File: src/rtl/cart_fetch_pkg.sv
// Shared types and constants for the cartridge ROM read-fetch stage.
package cart_fetch_pkg;

    typedef enum logic [1:0] {
        IDLE = 2'd0,
        REQ  = 2'd1,
        HOLD = 2'd2
    } fetch_state_t;

    localparam logic [7:0] UNMAPPED_DATA = 8'hFF;
    localparam int unsigned ADDR_W = 25;

endpackage

File: src/rtl/cart_rom_fetch.sv
// SDRAM read-fetch stage behind the cartridge mapper: one read per CPU access,
// one-entry last-byte cache, and a timeout that returns FFh.
module cart_rom_fetch
    import cart_fetch_pkg::*;
#(
    parameter int unsigned TIMEOUT = 255
) (
    input  logic              clk,
    input  logic              reset,
    input  logic              cs,
    input  logic              cpu_mreq,
    input  logic              cpu_rd,
    input  logic [ADDR_W-1:0] mem_addr,
    input  logic              mem_unmaped,
    input  logic [ADDR_W-1:0] rom_base,
    input  logic              flush,
    output logic              sdram_req,
    output logic [ADDR_W-1:0] sdram_addr,
    input  logic              sdram_ack,
    input  logic [7:0]        sdram_dout,
    output logic              cpu_wait,
    output logic [7:0]        dout
);

    localparam int unsigned     CNT_W    = $clog2(TIMEOUT + 1);
    localparam logic [CNT_W-1:0] CNT_LAST = CNT_W'(TIMEOUT - 1);

    fetch_state_t      state_q;
    logic              req_q;
    logic [ADDR_W-1:0] addr_q;
    logic [7:0]        dout_q;
    logic [CNT_W-1:0]  cnt_q;
    logic [ADDR_W-1:0] base_q;
    logic              cache_valid_q;
    logic [ADDR_W-1:0] cache_addr_q;
    logic [7:0]        cache_data_q;
    logic              inval_seen_q;

    logic              sel;
    logic              start;
    logic              invalidate;
    logic              hit;
    logic [ADDR_W-1:0] addr_sum;

    assign sel        = cs & ~mem_unmaped;
    assign start      = (state_q == IDLE) & sel & cpu_mreq & cpu_rd;
    assign addr_sum   = rom_base + mem_addr;
    assign invalidate = flush | (rom_base != base_q);
    // Invalidation in the start cycle must already defeat the hit.
    assign hit        = cache_valid_q & ~invalidate & (cache_addr_q == addr_sum);

    assign sdram_req  = req_q;
    assign sdram_addr = addr_q;
    assign cpu_wait   = (start & ~hit) | (state_q == REQ);
    assign dout       = sel ? dout_q : UNMAPPED_DATA;

    always_ff @(posedge clk) begin
        base_q <= rom_base;
        if (reset) begin
            state_q       <= IDLE;
            req_q         <= 1'b0;
            addr_q        <= '0;
            dout_q        <= UNMAPPED_DATA;
            cnt_q         <= '0;
            cache_valid_q <= 1'b0;
            cache_addr_q  <= '0;
            cache_data_q  <= '0;
            inval_seen_q  <= 1'b0;
        end else begin
            if (invalidate) begin
                cache_valid_q <= 1'b0;
            end
            unique case (state_q)
                IDLE: begin
                    if (start) begin
                        if (hit) begin
                            dout_q  <= cache_data_q;
                            state_q <= HOLD;
                        end else begin
                            addr_q       <= addr_sum;
                            cnt_q        <= '0;
                            inval_seen_q <= 1'b0;
                            req_q        <= 1'b1;
                            state_q      <= REQ;
                        end
                    end
                end
                REQ: begin
                    if (invalidate) begin
                        inval_seen_q <= 1'b1;
                    end
                    // Ack beats a simultaneous timeout; a flush seen at any point
                    // of the fetch keeps its byte out of the cache.
                    if (sdram_ack) begin
                        dout_q       <= sdram_dout;
                        cache_addr_q <= addr_q;
                        cache_data_q <= sdram_dout;
                        if (!invalidate && !inval_seen_q) begin
                            cache_valid_q <= 1'b1;
                        end
                        req_q   <= 1'b0;
                        state_q <= HOLD;
                    end else if (cnt_q == CNT_LAST) begin
                        dout_q  <= UNMAPPED_DATA;
                        req_q   <= 1'b0;
                        state_q <= HOLD;
                    end else begin
                        cnt_q <= cnt_q + 1'b1;
                    end
                end
                HOLD: begin
                    if (!cpu_mreq) begin
                        state_q <= IDLE;
                    end
                end
                default: begin
                    req_q   <= 1'b0;
                    state_q <= IDLE;
                end
            endcase
        end
    end

endmodule

File: config.mk
export PLATFORM = sky130hd
export DESIGN_NAME = cart_rom_fetch
export DESIGN_NICKNAME = d
export VERILOG_FILES = /design/src/rtl/cart_fetch_pkg.sv /design/src/rtl/cart_rom_fetch.sv
export SDC_FILE = /design/constraint.sdc
export NUM_CORES = 1
export LEC_CHECK = 0
export CORE_ASPECT_RATIO = 0.5
export CORE_UTILIZATION = 30
export CTS_BUF_LIST = sky130_fd_sc_hd__clkbuf_8
export DETAILED_ROUTE_END_ITERATION = 12
export PLACE_DENSITY = 0.48
export SLEW_MARGIN = 10
export SYNTH_ARGS = -nofsm -noshare
export SYNTH_HDL_FRONTEND = slang
export SYNTH_SLANG_ARGS = --single-unit
File: constraint.sdc
create_clock -name clk -period 3.23 [get_ports clk]
set_clock_uncertainty 0.1 [all_clocks]
set_input_delay 0.323 -clock clk [delete_from_list [all_inputs] [get_ports clk]]
set_output_delay 0.323 -clock clk [all_outputs]
set_load 0.01 [all_outputs]
==> results.sh <==
export IMPL_syn_nets=876
export IMPL_avgViaCountPerCell=5.12
export IMPL_postPlaceCellArea_mm2=0.00876
export IMPL_violations="negative setup slack"
export IMPL_fin_util=0.485
export IMPL_muxShareOfSynthArea=0
export IMPL_grt_first_pass_wirelength_mm=35.5
export IMPL_p_sw_frac=0.335
export IMPL_cp_required_ns=2.81
export IMPL_period_needed_ns=3.53
export IMPL_grt_usage=0.207
export IMPL_crit_fanout=5
export IMPL_antenna_left=0
export IMPL_slowest_delay_ns=0.55
export IMPL_p_sw_mw=1.11
export IMPL_synth_edf_count=0
export IMPL_drv_slew=0
export IMPL_syn_to_final_growth_pct=57.8
export IMPL_synthSimpleGateAreaFrac=0.227
export IMPL_design_core_area_mm2=0.0206
export IMPL_setup_viol=29
export IMPL_cp_slowest_cell="or4_4"
export IMPL_antenna_found_initial=0
export IMPL_grt_max_degree=62
export IMPL_cp_start_kind="input pin"
export IMPL_clkPwrFrac=0.242
export IMPL_grt_overflow_total=0
export IMPL_cts_made_buffers=9
export IMPL_vdd_drop_max_mv=0.190
export IMPL_netlist_area_mm2=0.00633
export IMPL_wl_mm=22.4
export IMPL_crit_top_cell="buf_6"
export IMPL_synth_compound_area_frac=0.235
export IMPL_clockBufferDepth=2
export IMPL_synth_top_cells_by_count="nand2_1, dfxtp_1, a21oi_1"
export IMPL_tightest_slew_ns=0.885
export IMPL_p_leak_nw=3.77
export IMPL_power_frac_seq=0.405
export IMPL_die_y_um=105
export IMPL_grt_pass1_vias=6634
export IMPL_initial_core_util=0.307
export IMPL_endpoint_kind="primary output"
export IMPL_ys_async_sr_fraction=0
export IMPL_route_detailed_drc=0
export IMPL_yosysWarnings=0
export IMPL_drt_wirelength_per_cell_um=17.2
export IMPL_rsz0062_at_grt="yes"
export IMPL_drive_gt1_frac=0.349
export IMPL_worstPathCellList="dlygate4sd2_1 > ha_4 > buf_6 > nand4_1 > o22ai_4 > a32o_2 > or4_4 > and3_4 > a2111oi_4 > nand4_2 > nand2_2 > nand2_4 > buf_6"
export IMPL_dieArea_mm2=0.0217
export IMPL_synth_top_area_frac=0.329
export IMPL_ys_top_cells_by_area="dfxtp_1, nand2_1, xnor2_1"
export IMPL_h_tree_depth=3
export IMPL_hpwl_mm=16.4
export IMPL_timing_fmax_mhz=283
export IMPL_internal_power_mw=2.21
export IMPL_drtIter0Drc=484
export IMPL_synth_xor_xnor_area_share=0.107
export IMPL_synth_distinct_cells=73
export IMPL_maxCapViolCount=0
export IMPL_nets=1122
export IMPL_combinationalPowerShare=0.353
export IMPL_finalNonFillerCells=1306
export IMPL_hp_class="in -> reg"
export IMPL_vias=6691
export IMPL_path_clk_slew_ns=0.09
export IMPL_critPathKind="in -> out"
export IMPL_timing_final_crit_share=1.09
export IMPL_yosysTopAreaCell="dfxtp_1"
export IMPL_synthAdderAreaFrac=0.0546
export IMPL_syn_avg_cell_area_um2=8.08
export IMPL_synth_top_family_by_area="compound AO/OA/AOI/OAI gates"
export IMPL_ys_seq_elements=104
export IMPL_root_buffer="clkbuf_8"
export IMPL_first_pass_iters=5
export IMPL_relSlewSlack=0.410
export IMPL_io_buffers=100
export IMPL_place_congestion=0.877
export IMPL_cts_tree="done"
export IMPL_ys_seq_area_frac=0.329
export IMPL_diodes=0
export IMPL_yosysMostFrequentCell="nand2_1"
export IMPL_dieWidth_um=207
export IMPL_finalWorstSetupSlack_ns=-0.303
export IMPL_power_density_mw_per_mm2=332
export IMPL_final_area_mm2=0.00999
export IMPL_rows=37
export IMPL_ioPinCount=101
export IMPL_clk_latency_ns=0.39
export IMPL_synthFlopType="dfxtp_1"
export IMPL_postCtsHoldBufs=0
export IMPL_critical_path_arrival_ns=3.11
export IMPL_outcome="finished, violations left"
export IMPL_placed_cells=1255
export IMPL_syn_inst=783
export IMPL_clock_sinks=104
export IMPL_finalHoldViolCount=0
-- final cells by class --
class,instances,area (µm²)
well taps,273,342
flip-flops and latches,104,2080
repair buffers,287,2450
clock buffers,9,124
fillers,1995,10600
multi-input cells,608,4860
clock inverters,6,51.3
inverters,19,71.3
-- logic make-up after synthesis --
group,after synthesis
compound gates,220
xor+xnor,69
fa+ha+maj,27
buf+inv,71
flops,104
simple gates,292
-- flip-flops by register name, summed over array words and instances (netlist names) --
name           flops
sdram_addr        25
state_q            2
cache_valid_q      1
base_q            25
sdram_req          1
inval_seen_q       1
cnt_q              8
cache_data_q       8
cache_addr_q      25
dout_q             8
-- layout by cell type, fill, tap and decap left out, drive strengths merged, types with 8 or more instances in the layout --
master,instances
a21oi,81
nand2,109
nand2b,17
a2111oi,13
a31oi,15
o21ai,41
nand3,22
nor3,19
buf,193
xor2,18
clkbuf,19
xnor2,46
inv,22
o32ai,8
dfxtp,104
nor4,9
dlygate4sd2,21
ha,26
nor2,54
clkdlybuf4s50,54
nor2b,9
nand4,13
and3,14
-- final timing paths --
path / from / slack (ns) / endpoint / cells past startpoint
hold / removal: rom_base[0] / 0.05 / base_q[0] / 2
setup reg to reg: base_q[24] / 0.13 / cnt_q[3] / 12
hold reg to reg: cache_data_q[5] / 0.36 / cache_data_q[5] / 2
setup / recovery: mem_addr[11] / -0.30 / cpu_wait / 13
-- metal layers --
layer,part of all wire,global-route usage,vias to the layer above,wire [µm]
li1,-,-,3305,-
met3,0.049,0.0331,17,1100
met5,0,0,-,0
met1,0.52,0.304,3214,11700
met2,0.42,0.320,155,9520
met4,0.0066,0.0309,0,147
-- repair_timing --
action,CTS,global route
pin swaps,55,51
gates cloned,4,0
setup buffers,24,15
gates resized for setup,173,76
setup endpoints to repair,46,46
-- metrics by stage --
step	total power [mW]	setup TNS (ns)	hold WS, ns	worst slack [ns]
after floorplan	1.89	-0.346	0.251	-0.0657
after global placement	2.38	-37.62	0.343	-1.16
after detailed placement	2.39	-39.26	0.347	-1.19
after CTS	3.31	-4.76	0.0377	-0.414
after global routing	3.49	-5.09	0.0296	-0.421
final	3.32	-2.05	0.0506	-0.303
-- worst max-delay path, delay by kind of cell --
family	cells	cell delay (ns)
fa+ha+maj	1	0.25
compound gates	3	0.74
buf+inv	3	0.51
simple gates	6	1.27
-- power by group through the flow --
stage | logic (mW) | clock network [mW] | registers (mW)
detailed placement | 1.02 | 0 | 1.37
global route | 1.26 | 0.881 | 1.35
floorplan | 0.519 | 0 | 1.37
CTS | 1.14 | 0.833 | 1.34
global placement | 1.01 | 0 | 1.37
finish | 1.17 | 0.804 | 1.34
Note: power is estimated with default switching activity, not from simulation.
